`src/rtl/mldsa_ctrl_pkg.sv`:
```
// Shared types and defaults for the MLDSA engine control blocks.
// Includes the arbiter state/owner encodings and the round-robin pick rule.
package mldsa_ctrl_pkg;

  typedef enum logic [2:0] {
    ARB_IDLE  = 3'd0,
    ARB_START = 3'd1,
    ARB_RUN   = 3'd2,
    ARB_DONE  = 3'd3,
    ARB_ERR   = 3'd4
  } mldsa_arb_state_e;

  typedef enum logic {
    PRIM = 1'b0,
    SEC  = 1'b1
  } mldsa_arb_owner_e;

  localparam int MLDSA_ARB_TIMEOUT_DEFAULT = 8191;

  // A lone requester always wins; on a tie the one that did not go last wins.
  function automatic mldsa_arb_owner_e arb_pick(input logic prim_req, input logic sec_req,
                                                input mldsa_arb_owner_e last_owner);
    if (prim_req && sec_req) return (last_owner == PRIM) ? SEC : PRIM;
    return prim_req ? PRIM : SEC;
  endfunction

endpackage

```
`src/rtl/mldsa_seq_res_arb_if.sv`:
```
// Requester, engine and zeroize signals between two sequencers, the arbiter and the engine.
// The arbiter uses the slave view; sequencers/engine (or a bench) drive the master view.
interface mldsa_seq_res_arb_if #(
  parameter int OP_W = 8
);
  logic            zeroize_i;
  logic            prim_req_i;
  logic [OP_W-1:0] prim_op_i;
  logic            sec_req_i;
  logic [OP_W-1:0] sec_op_i;
  logic            eng_done_i;
  logic            prim_gnt_o;
  logic            sec_gnt_o;
  logic            prim_done_o;
  logic            sec_done_o;
  logic            eng_start_o;
  logic [OP_W-1:0] eng_op_o;
  logic            eng_abort_o;
  logic            busy_o;
  logic            err_o;

  modport slave (
    input  zeroize_i, prim_req_i, prim_op_i, sec_req_i, sec_op_i, eng_done_i,
    output prim_gnt_o, sec_gnt_o, prim_done_o, sec_done_o,
           eng_start_o, eng_op_o, eng_abort_o, busy_o, err_o
  );

  modport master (
    output zeroize_i, prim_req_i, prim_op_i, sec_req_i, sec_op_i, eng_done_i,
    input  prim_gnt_o, sec_gnt_o, prim_done_o, sec_done_o,
           eng_start_o, eng_op_o, eng_abort_o, busy_o, err_o
  );

endinterface

```
`src/rtl/mldsa_arb_wdog.sv`:
```
// Saturating watchdog counter for the engine RUN phase.
// expired is high on the cycle whose closing edge would bring the count to TIMEOUT.
module mldsa_arb_wdog #(
  parameter int TIMEOUT = 8191
) (
  input  logic clk,
  input  logic rst,
  input  logic clear,
  input  logic enable,
  output logic expired
);
  localparam int                CNT_W    = $clog2(TIMEOUT + 1);
  localparam logic [CNT_W-1:0]  CNT_MAX  = CNT_W'(TIMEOUT);
  localparam logic [CNT_W-1:0]  CNT_LAST = CNT_W'(TIMEOUT - 1);

  logic [CNT_W-1:0] cnt_q;

  // NOTE: non-blocking assignments so every register samples pre-edge values,
  // independent of the order in which the always_ff blocks are evaluated.
  always_ff @(posedge clk or posedge rst) begin
    if (rst) begin
      cnt_q <= '0;
    end else if (clear) begin
      cnt_q <= '0;
    end else if (enable && (cnt_q != CNT_MAX)) begin
      cnt_q <= cnt_q + 1'b1;
    end
  end

  assign expired = enable && ((cnt_q == CNT_LAST) || (cnt_q == CNT_MAX));

endmodule

```
`src/rtl/mldsa_seq_res_arb.sv`:
```
// Two-requester round-robin arbiter and launch controller for one shared MLDSA engine.
// Grants, launches, waits for completion, returns a done pulse and traps hangs/protocol errors.
module mldsa_seq_res_arb
  import mldsa_ctrl_pkg::*;
#(
  parameter int OP_W    = 8,
  parameter int TIMEOUT = MLDSA_ARB_TIMEOUT_DEFAULT
) (
  input logic                clk,
  input logic                rst,
  mldsa_seq_res_arb_if.slave bus
);
  mldsa_arb_state_e state_q;
  mldsa_arb_owner_e owner_q;
  mldsa_arb_owner_e last_owner_q;
  mldsa_arb_owner_e pick;
  logic [OP_W-1:0]  op_pick;
  logic             wd_clear;
  logic             wd_enable;
  logic             wd_expired;
  logic             protocol_err;
  logic             wdog_err;

  assign pick    = arb_pick(bus.prim_req_i, bus.sec_req_i, last_owner_q);
  assign op_pick = (pick == PRIM) ? bus.prim_op_i : bus.sec_op_i;

  assign wd_clear  = bus.zeroize_i || (state_q == ARB_START);
  assign wd_enable = (state_q == ARB_RUN);

  // A done on the watchdog edge still wins, so the timeout only traps without done.
  assign protocol_err = bus.eng_done_i && (state_q inside {ARB_IDLE, ARB_START, ARB_DONE});
  assign wdog_err     = (state_q == ARB_RUN) && !bus.eng_done_i && wd_expired;

  mldsa_arb_wdog #(
    .TIMEOUT (TIMEOUT)
  ) u_wdog (
    .clk     (clk),
    .rst     (rst),
    .clear   (wd_clear),
    .enable  (wd_enable),
    .expired (wd_expired)
  );

  always_ff @(posedge clk or posedge rst) begin
    if (rst) begin
      state_q          <= ARB_IDLE;
      owner_q          <= SEC;
      last_owner_q     <= SEC;
      bus.prim_gnt_o   <= 1'b0;
      bus.sec_gnt_o    <= 1'b0;
      bus.prim_done_o  <= 1'b0;
      bus.sec_done_o   <= 1'b0;
      bus.eng_start_o  <= 1'b0;
      bus.eng_op_o     <= '0;
      bus.eng_abort_o  <= 1'b0;
      bus.busy_o       <= 1'b0;
      bus.err_o        <= 1'b0;
    end else begin
      bus.eng_start_o <= 1'b0;
      bus.prim_done_o <= 1'b0;
      bus.sec_done_o  <= 1'b0;
      bus.eng_abort_o <= 1'b0;

      if (bus.zeroize_i) begin
        bus.eng_abort_o <= (state_q == ARB_START) || (state_q == ARB_RUN);
        state_q         <= ARB_IDLE;
        last_owner_q    <= SEC;
        bus.prim_gnt_o  <= 1'b0;
        bus.sec_gnt_o   <= 1'b0;
        bus.eng_op_o    <= '0;
        bus.busy_o      <= 1'b0;
        bus.err_o       <= 1'b0;
      end else if (protocol_err || wdog_err) begin
        state_q        <= ARB_ERR;
        bus.prim_gnt_o <= 1'b0;
        bus.sec_gnt_o  <= 1'b0;
        bus.busy_o     <= 1'b1;
        bus.err_o      <= 1'b1;
      end else begin
        unique case (state_q)
          ARB_IDLE: begin
            if (bus.prim_req_i || bus.sec_req_i) begin
              state_q         <= ARB_START;
              owner_q         <= pick;
              bus.prim_gnt_o  <= (pick == PRIM);
              bus.sec_gnt_o   <= (pick == SEC);
              bus.eng_op_o    <= op_pick;
              bus.eng_start_o <= 1'b1;
              bus.busy_o      <= 1'b1;
            end
          end
          ARB_START: state_q <= ARB_RUN;
          ARB_RUN: begin
            if (bus.eng_done_i) begin
              state_q         <= ARB_DONE;
              bus.prim_done_o <= (owner_q == PRIM);
              bus.sec_done_o  <= (owner_q == SEC);
            end
          end
          ARB_DONE: begin
            state_q        <= ARB_IDLE;
            last_owner_q   <= owner_q;
            bus.prim_gnt_o <= 1'b0;
            bus.sec_gnt_o  <= 1'b0;
            bus.busy_o     <= 1'b0;
          end
          ARB_ERR: ;
          default: begin
            state_q        <= ARB_ERR;
            bus.prim_gnt_o <= 1'b0;
            bus.sec_gnt_o  <= 1'b0;
            bus.busy_o     <= 1'b1;
            bus.err_o      <= 1'b1;
          end
        endcase
      end
    end
  end

endmodule

```
`src/flat_wrapper.sv`:
```
// flat-port wrapper written by rule: the top's interface ports become plain ports
module mldsa_seq_res_arb_flat import mldsa_ctrl_pkg::*;
#(
  parameter int OP_W    = 8,
  parameter int TIMEOUT = MLDSA_ARB_TIMEOUT_DEFAULT
)
  (clk, rst, bus_zeroize_i, bus_prim_req_i, bus_prim_op_i, bus_sec_req_i, bus_sec_op_i, bus_eng_done_i, bus_prim_gnt_o, bus_sec_gnt_o, bus_prim_done_o, bus_sec_done_o, bus_eng_start_o, bus_eng_op_o, bus_eng_abort_o, bus_busy_o, bus_err_o);
  mldsa_seq_res_arb_if #(.OP_W(OP_W)) bus_i ();
  input logic clk;
  input logic rst;
  input wire logic [$bits(bus_i.zeroize_i)-1:0] bus_zeroize_i;
  input wire logic [$bits(bus_i.prim_req_i)-1:0] bus_prim_req_i;
  input wire logic [$bits(bus_i.prim_op_i)-1:0] bus_prim_op_i;
  input wire logic [$bits(bus_i.sec_req_i)-1:0] bus_sec_req_i;
  input wire logic [$bits(bus_i.sec_op_i)-1:0] bus_sec_op_i;
  input wire logic [$bits(bus_i.eng_done_i)-1:0] bus_eng_done_i;
  output wire logic [$bits(bus_i.prim_gnt_o)-1:0] bus_prim_gnt_o;
  output wire logic [$bits(bus_i.sec_gnt_o)-1:0] bus_sec_gnt_o;
  output wire logic [$bits(bus_i.prim_done_o)-1:0] bus_prim_done_o;
  output wire logic [$bits(bus_i.sec_done_o)-1:0] bus_sec_done_o;
  output wire logic [$bits(bus_i.eng_start_o)-1:0] bus_eng_start_o;
  output wire logic [$bits(bus_i.eng_op_o)-1:0] bus_eng_op_o;
  output wire logic [$bits(bus_i.eng_abort_o)-1:0] bus_eng_abort_o;
  output wire logic [$bits(bus_i.busy_o)-1:0] bus_busy_o;
  output wire logic [$bits(bus_i.err_o)-1:0] bus_err_o;
  assign bus_i.zeroize_i = bus_zeroize_i;
  assign bus_i.prim_req_i = bus_prim_req_i;
  assign bus_i.prim_op_i = bus_prim_op_i;
  assign bus_i.sec_req_i = bus_sec_req_i;
  assign bus_i.sec_op_i = bus_sec_op_i;
  assign bus_i.eng_done_i = bus_eng_done_i;
  assign bus_prim_gnt_o = bus_i.prim_gnt_o;
  assign bus_sec_gnt_o = bus_i.sec_gnt_o;
  assign bus_prim_done_o = bus_i.prim_done_o;
  assign bus_sec_done_o = bus_i.sec_done_o;
  assign bus_eng_start_o = bus_i.eng_start_o;
  assign bus_eng_op_o = bus_i.eng_op_o;
  assign bus_eng_abort_o = bus_i.eng_abort_o;
  assign bus_busy_o = bus_i.busy_o;
  assign bus_err_o = bus_i.err_o;
  mldsa_seq_res_arb #(.OP_W(OP_W), .TIMEOUT(TIMEOUT)) u_core (.clk(clk), .rst(rst), .bus(bus_i));
endmodule
```
`config.mk`:
```
export PLATFORM = sky130hd
export DESIGN_NAME = mldsa_seq_res_arb_flat
export DESIGN_NICKNAME = d
export VERILOG_FILES = /design/src/rtl/mldsa_ctrl_pkg.sv /design/src/rtl/mldsa_seq_res_arb_if.sv /design/src/rtl/mldsa_arb_wdog.sv /design/src/rtl/mldsa_seq_res_arb.sv /design/src/flat_wrapper.sv
export SDC_FILE = /design/constraint.sdc
export NUM_CORES = 1
export LEC_CHECK = 0
export ABC_AREA = 1
export CORE_MARGIN = 3
export CORE_UTILIZATION = 45
export DETAILED_ROUTE_END_ITERATION = 8
export PLACE_DENSITY_LB_ADDON = 0.05
export SYNTH_ARGS = -nofsm -noshare
export SYNTH_HDL_FRONTEND = slang
export SYNTH_SLANG_ARGS = --single-unit
```
`constraint.sdc`:
```
create_clock -name clk -period 4.3 [get_ports clk]
set_clock_uncertainty 0.15 [all_clocks]
set_input_delay 0.645 -clock clk [delete_from_list [all_inputs] [get_ports clk]]
set_output_delay 0.645 -clock clk [all_outputs]
set_load 0.02 [all_outputs]
```
* Word-level counts from Yosys, hierarchy flattened
Cells that the tools add are included.
Operators by class: reductions and logical operators 25, bitwise operators 4, muxes and demuxes 48, equality and inequality tests 13, $add $sub $neg 1
Operators with widths (number):
- two-way mux 8 bit | 5
- two-way mux 1 bit | 33
- equality test 13 bit (second input constant) | 2
- two-way mux 13 bit | 2
- case mux 3 bit (5 select lines) | 1
- adder 13 x 1 -> 13 bit (second input constant) | 1
- inequality test 13 bit (second input constant) | 1
- two-way mux 3 bit | 4
- nonzero test 2 bit | 4
- equality test 3 x 2 -> 1 bit (second input constant) | 2
- logical AND 1 bit | 6
- inequality test 3 x 1 -> 1 bit (second input constant) | 2
- AND reduction 3 bit | 2
- logical OR 1 bit | 5
- OR reduction 5 bit | 1
- inequality test 4 x 3 -> 1 bit (second input constant) | 1
- inequality test 4 bit (second input constant) | 1
- inverter 1 bit | 4
- case mux 1 bit (2 select lines) | 2
- AND reduction 2 bit | 2
- AND reduction 4 bit | 1
- equality test 3 x 1 -> 1 bit (second input constant) | 1
- equality test 3 bit (second input constant) | 1
- logical NOT 3 bit | 1
- 6 further kinds | 6
Word-level totals: input port bits 22, output and inout port bits 16, flip-flop bits (word level) 34, logic and storage cells 104

* Logic depth before layout (Yosys ltp)
Gate-level depths: netlist of run 1.
depth in word-level cells 8, depth in mapped cells 11, gate-level depth less buffers 11

* Hierarchy
A second synthesis of run 1 with hierarchy kept.
Second synthesis, totals: cells, all modules 275, area, all modules 2024.4 um^2
By module, submodules not included:
- mldsa_seq_res_arb | cells each 141, area each 1109.8 um^2, seq. area each 528.0 um^2, instances 1
- mldsa_arb_wdog | cells each 134, area each 914.6 um^2, seq. area each 325.3 um^2, instances 1

* Least setup slack after synthesis of run 1
No wires, ideal clock.
kind input-to-reg, from input port bus_zeroize_i, to register u_core.u_wdog.cnt_q[4], buffers on the path 0, stages 6, data required time 4.029 ns, library setup time 0.121 ns, data arrival time 1.343 ns, path slack 2.686 ns, cell sequence inv_1 > nand2_2 > inv_1 > nand2_2 > a21oi_1 > nor2_1
On the way: longest elaborated chain between the ends 2, elaborated cells between the ends (all ways) 3, classes of those cells mux (1); reduce/logical (2)
RTL lines:
- start: declaration | RTL line flat_wrapper.sv:11 | input wire logic [$bits(bus_i.zeroize_i)-1:0] bus_zeroize_i;
- logical OR 1 bit * | RTL line mldsa_seq_res_arb.sv:27 | assign wd_clear = bus.zeroize_i || (state_q == ARB_START);
- two-way mux 13 bit or nonzero test 2 bit (tied branches)
- end signal: assignment | RTL line mldsa_arb_wdog.sv:26 | cnt_q <= cnt_q + 1'b1;
- end: declaration | RTL line mldsa_arb_wdog.sv:16 | logic [CNT_W-1:0] cnt_q;
Mark *: on every way between the ends. The rest lies on a longest branch, timed or not. A chain may end at the register's enable or synchronous reset.

* Worst setup path in the final report of run 1
Same ends and word-level chain as after synthesis.

==> metrics.md, run 1 <==
| Metric | Value |
|---|---|
| Status | completed |
| Max-Cap Viols | 0 |
| First DRT Iteration DRCs | 100 |
| Ys Warns | 0 |
| Worst EP required | 4.34 ns |
| CP Capture Type | register |
| Largest net degree at the start of global routing | 35 |
| Most common cell after layout, fill and taps aside | nand2_1 |
| Setup WS post-layout | approximately 2 ns |
| Critical Path Start Type | primary input |
| Worst-Skew Late Latency | about 0.30 ns |
| Worst Path Arrival | 2.35 ns |
| 1st-pass router iterations | 4 |
| CTS sink cnt | 34 |
| Maximum VDD drop | between 0.0002 and 0.0003 V |
| Syn nets | 270 |
| CP max FO | 16 |
| Initial Util | roughly 50% |
| Synth unique cells | 31 |
| Area of the multi-input gates | about 890 um2 |
| Period utilization | 53.79% |
| Period minus WS final | 2.313 ns |
| DRC | 0 |
| Setup bufs post-CTS | 0 |
| Grt total ovfl | 0 |
| #FFs+latches synth | 34 |
| Critical path type | in2reg |
| CTS clk-pin slew, worst paths | 0.07 ns |
| Htree depth | 2 |
| Fraction of registers with async set/reset | 100.0% |
| First-pass GRT wire length | 7396 um |
| Synth Flop Type | dfrtp_1 |
| Initial antenna violation count | 0 |
| Design Power | 806.3 uW |
| Leak | 0.001155 uW |
| FMAX | 432.3 MHz |
| Hpwl dp | 3062 um |
| Pwr per Cell Area | 337.7 nW/um2 |
| Ant diodes | 0 |
| Layout cells sized above 1 | 7.266% |
| HP Class | reg2reg |
| Gpl congestion | 0.8806 |
| CTS tree | yes |
| Commonest non-fill, non-tap cells in the layout | 90 x nand2_1, 37 x clkdlybuf4s50_1, 32 x dfrtp_1 |
| Post-route ant nets | 0 |
| Vias in the first global route | approximately 1500 |
| Vias | around 1700 |
| Root Buffer | clkbuf_8 |
| Tot GR Track Use | 19.00% |
| Reg2reg start | u_core.u_wdog.cnt_q[0]$_DFFE_PP0P_ |
| Wire per inst | 12.52 um |
| DR vias/cell | roughly 5 |
| Syn Area/Cell | 7.568 um2 |
| Critical Path Source | bus_zeroize_i |
| Hold_sp | u_core.bus.busy_o$_DFFE_PP0P_ |
| P&R area growth vs syn | 28.23% |
| Final nets | approximately 310 |
| Place WS | 1.696 ns |
| Total negative slack | 0 ns |
| DIE HEIGHT | 70.32 um |
| Core ar. | between 3000 and 4000 um2 |
| Cts hold-fix bufs | 0 |
| FP Rows | 22 |
| # port buffers | 37 |
| Num CTS Buffers | 5 |
| Mapped Cells | 246 |
| Worst Tran Pin Value | 0.4729 ns |
| Die width | 70.32 um |
| Full die area | 4945 um2 |
| RSZ-0062 raised after global routing | false |
| Total wire length | around 4200 um |
| # setup viols final | 0 |
| Cts repair resizes | 0 |
| CTS Buffer Depth | 2 |
| Seq/Total Area, Yosys | 45.83% |
| Slew HR | 68.44% |
| Post-synth EDFFs | 0 |
| Final Max Tran Viols | 0 |
| I/O pin cnt | 38 |
| Final Hold Viols | 0 |
| FILL cells | 347 |
| Post-synthesis cell area | between 1500 and 2000 um2 |
| Reg area | 853.3 um2 |
## final timing paths
check | endpoint | slack (ns) | depth (start not counted)
worst max-delay path | u_core.u_wdog.cnt_q[4]$_DFFE_PP0P_ | 1.99 | 7
min in group asynchronous | u_core.u_wdog.cnt_q[0]$_DFFE_PP0P_ | 0.59 | 3
max in group asynchronous | u_core.last_owner_q$_DFFE_PP1P_ | 3.07 | 3
worst min-delay path | u_core.bus.busy_o$_DFFE_PP0P_ | 0.33 | 2
worst max register to register | u_core.bus.eng_op_o[5]$_DFFE_PP0P_ | 2.41 | 10
worst min register to register | u_core.bus.busy_o$_DFFE_PP0P_ | 0.33 | 2
## worst max-delay path: stages
cell,delay [ns]
clkdlybuf4s50_1,0.50
inv_1,0.41
nand2_2,0.23
inv_1,0.26
nand2_2,0.12
a21oi_1,0.14
nor2_1,0.05
## stage by stage
| step | hold slack [ns] | std cells | area [um2] | utilization, % |
|---|---|---|---|---|
| finish | 0.3321 | 337 | 2387 | 62.39 |
| floorplan | 0.3072 | 246 | 1862 | - |
| global route | 0.3562 | 337 | 2387 | 62.39 |
| CTS | 0.3365 | 337 | 2387 | 62.39 |
| global placement | 0.3146 | 329 | 2281 | 59.61 |
| detailed placement | 0.3160 | 329 | 2281 | 59.61 |
## routing by layer
metal,up-vias,routed length (um),GRT usage (%),share of wire [%]
met5,-,0,0,0
met4,0,49,6.170,1.2
met3,4,328,6.619,7.8
met2,42,1817,26.20,43
met1,763,2026,27.60,48
li1,872,-,-,-
## power breakdown
part	total (uW)	leakage (uW)	switching, uW	internal (uW)
Clock	295	0.0000524	122	173
Combinational	153	0.000645	88.8	63.8
Sequential	359	0.000457	14.8	344
## kinds of logic (layout without fill, tap and decap cells)
| family | count (synthesis) | count (layout) | share of synthesized area (%) |
|---|---|---|---|
| AND/OR/NAND/NOR | 150 | 150 | 35.89 |
| XOR/XNOR | 4 | 4 | 1.882 |
| AO/OA/AOI/OAI | 26 | 26 | 8.602 |
| adder cells (fa/ha/maj) | 2 | 2 | 1.344 |
| buffers and inverters | 30 | 73 | 6.451 |
| flip-flops | 34 | 34 | 45.83 |
## cells in the mapped netlist, types with 2 or more instances
cell type,n,area [um2]
o21bai_1,2,15.01
nand4_1,5,31.28
nand2_1,90,337.8
o21ai_0,9,45.04
o21ai_1,3,15.01
nand2_2,4,25.02
nor2_1,22,82.58
xor2_1,3,26.28
nand3_1,19,95.09
ha_1,2,25.02
o31ai_1,3,22.52
dfstp_2,2,52.55
nor3_1,2,10.01
dfrtp_1,32,800.8
nor3b_1,2,15.01
nor2_4,2,22.52
a21oi_1,5,25.02
inv_1,25,93.84
clkbuf_1,2,7.510
## flip-flops by register name, summed over array words and instances, names as in the netlist
register,flops
u_core.bus.eng_op_o,8
u_core.state_q,3
u_core.bus.sec_gnt_o,1
u_core.last_owner_q,1
u_core.owner_q,1
u_core.bus.eng_abort_o,1
u_core.bus.busy_o,1
u_core.bus.prim_done_o,1
u_core.bus.sec_done_o,1
u_core.bus.err_o,1
u_core.bus.prim_gnt_o,1
u_core.u_wdog.cnt_q,13
u_core.bus.eng_start_o,1
## cell type report
| type | count | area share, % |
|---|---|---|
| multi-input combinational | 182 | 37.21 |
| sequential | 34 | 35.74 |
| timing repair buffer | 38 | 15.83 |
| inverter | 27 | 4.245 |
| clock buffer | 7 | 3.197 |
| tap | 48 | 2.516 |
| clock inverter | 1 | 1.258 |
(Power assumes the default switching activity.)
==> run 2: changes to the inputs <==
==> constraint.sdc (replaced) <==
create_clock -name clk -period 1.95 [get_ports clk]
set_clock_uncertainty 0.15 [all_clocks]
set_input_delay 0.2925 -clock clk [delete_from_list [all_inputs] [get_ports clk]]
set_output_delay 0.2925 -clock clk [all_outputs]
set_load 0.02 [all_outputs]
==> run 2 against run 1 <==
Net effect: worst hold slack worse by 0.085 ns; sequential share of layout area fell by 0.64 points; first-iteration DRC count decreased by 9.0%; worst setup slack worse by 1.8 ns; sequential cell count is the same; combinational power rose by 130%; register-to-register slack worse by 2.2 ns; sequential power rose by 120%; final cell count is 2.1% higher; critical path depth rose by 3; cell area rose by 1.8%; critical path type is now reg2reg; largest cell class unchanged.
==> metrics.md, run 2 (same netlist as run 1, synthesis figures left out) <==
| Metric | Value |
|---|---|
| Metal2 WL | roughly 1900 um |
| CTS Buffer Depth | 2 |
| First-pass GRT wire length | 7707 um |
| Leak | 0.001180 uW |
| Period minus WS final | 1.770 ns |
| FMAX | roughly 570 MHz |
| # setup viols final | 0 |
| Maximum VDD drop | 0.0004845 V |
| Largest Register | u_core.u_wdog.cnt_q |
| RSZ-0062 raised after global routing | false |
| Grt total ovfl | 0 |
| Largest registers | u_core.u_wdog.cnt_q (13), u_core.bus.eng_op_o (8), u_core.state_q (3) |
| Htree depth | 2 |
| Net Sw Frac | 29.00% |
| Critical-path top delay cell | dfrtp_1 |
| DIE HEIGHT | roughly 70 um |
| Worst-path cell chain | inv_1, ha_1, inv_1, nand2_1, nand2_1, nor2_1, nand3_2, nand3_4, nor2_4, buf_4 |
| Gate power share | 21.1% |
| Critical path type | reg2reg |
| Final Non-Filler Cells | about 340 |
| P&R area growth vs syn | 30.58% |
| Status | completed |
| Post-route ant nets | 0 |
| DR vias/cell | 4.991 |
| Max-Cap Viols | 0 |
| Clock group share of total power | a little under a third |
| CTS tree | yes |
| Total negative slack | 0 ns |
| Initial Util | 48.66% |
| Total wire length | 4379 um |
| Worst Path Arrival | 1.80 ns |
| Largest net degree at the start of global routing | 35 |
| Hold Worst Slack | 0.2475 ns |
| Layout cells sized above 1 | just over 10% |
| Die width | 70.32 um |
| Cts hold-fix bufs | 0 |
| Flop-to-flop setup slack | 0.18 ns |
| Hpwl dp | between 3000 and 4000 um |
| Critical Path Start Type | register |
| 1st-pass router iterations | 4 |
| Tot GR Track Use | 19.53% |
| CTS clk-pin slew, worst paths | about 0.07 ns |
| Place WS | 0.09411 ns |
| Commonest non-fill, non-tap cells in the layout | 90 x nand2_1, 37 x clkdlybuf4s50_1, 32 x dfrtp_1 |
| CP max FO | 10 |
| Setup WS post-layout | 0.1802 ns |
| CP Capture Type | register |
| Ant diodes | 0 |
| Worst path max stage delay | 0.43 ns |
| Met1 WL | 2195 um |
| Period utilization | roughly nine tenths |
| Vias in the first global route | 1649 |
| Kind of cell adding the most delay to the critical path | simple AND/OR/NAND/NOR gates |
| Pwr per Cell Area | 692.1 nW/um2 |
| Initial antenna violation count | 0 |
| FILL cells | 357 |
| Final nets | around 320 |
| DP Cell Count | around 330 |
| Buf/Inv on CP | 3 |
| WL met3 | roughly 220 um |
| Max reg flops | 13 |
| Slew HR | 71.60% |
| Worst-Skew Late Latency | slightly below 0.3 ns |
| Core ar. | about 3800 um2 |
| I/O pin cnt | 38 |
| # port buffers | 37 |
| HP Class | in2async |
| Root Buffer | clkbuf_8 |
| Final Max Tran Viols | 0 |
| Worst Tran Pin Value | ~0.43 ns |
| Full die area | approximately 4900 um2 |
| FP Rows | 22 |
| Final Hold Viols | 0 |
| Highest metal used | met4 |
| Switching power total | 488.0 uW |
| Num CTS Buffers | 5 |
| Sequential Power Share | between 40% and 50% |
| Worst EP required | 1.99 ns |
| DRC | 0 |
| Vias | 1717 |
| Wire per inst | 12.73 um |
| First DRT Iteration DRCs | 91 |
| CTS sink cnt | 34 |
| P_int | between 1000 and 1500 uW |
| Gpl congestion | between 0.8 and 0.9 |
| Most common cell after layout, fill and taps aside | nand2_1 |
-- run 2: changes by cell type in the layout (fill, tap and decap cells not counted) --
cell / previous run / this run
clkbuf_1: 2 / 1
nor2_4: 2 / 3
clkbuf_8: 5 / 6
ha_1: 2 / 1
ha_2: 0 / 1
clkinv_2: 0 / 1
buf_4: 1 / 7
bufinv_16: 1 / 0
-- run 2: metrics by stage --
stage	area [um2]	util (%)	total power, uW
final	2431	63.54	1683
after global routing	2431	63.54	1797
after CTS	2410	62.98	1696
after detailed placement	2318	60.60	1155
after global placement	2318	60.60	1150
after floorplan	1862	-	999.3
-- run 2: metal layers --
layer | track usage, % | vias up
li1 | - | 889
met3 | 5.899 | 6
met2 | 27.34 | 40
met1 | 28.79 | 782
met4 | 5.745 | 0
met5 | 0 | -
-- run 2: layout make-up --
cell class	instances	area [um2]	share of cell area (%)
Sequential cell	34	853.3	35.10
Timing Repair Buffer	44	422.9	17.40
Clock inverter	1	5.005	0.2059
Multi-Input combinational cell	183	902.1	37.11
Clock buffer	7	86.33	3.551
Inverter	27	101.3	4.169
Tap cell	48	60.06	2.470
-- run 2: repair_timing --
action	CTS	global route
endpoints found under the setup margin	0	9
resized for setup	0	2
setup buffers	0	1
-- run 2: worst paths after layout --
path                                                           end  cells after the start                          startpoint
worst max-delay path              u_core.bus.eng_start_o$_DFF_PP0_                     10  u_core.u_wdog.cnt_q[0]$_DFFE_PP0P_
worst min-delay path            u_core.u_wdog.cnt_q[6]$_DFFE_PP0P_                      3                                 rst
worst max register to register    u_core.bus.eng_start_o$_DFF_PP0_                     10  u_core.u_wdog.cnt_q[0]$_DFFE_PP0P_
worst min register to register       u_core.bus.busy_o$_DFFE_PP0P_                      2       u_core.bus.busy_o$_DFFE_PP0P_
max in group asynchronous          u_core.last_owner_q$_DFFE_PP1P_                      3                                 rst
min in group clk                     u_core.bus.busy_o$_DFFE_PP0P_                      2       u_core.bus.busy_o$_DFFE_PP0P_
-- run 2: power by group through the flow --
| stage | registers [uW] | logic, uW | clock network [uW] |
|---|---|---|---|
| after floorplan | 831 | 168 | 0 |
| after global placement | 803 | 348 | 0 |
| after detailed placement | 805 | 351 | 0 |
| after CTS | 792 | 352 | 552 |
| after global routing | 800 | 398 | 599 |
| final | 793 | 356 | 534 |
-- run 2: tightest hold or removal path, cell delays in order --
cell,delay (ns)
clkdlybuf4s50_1,0.39
inv_1,0.05
buf_4,0.38
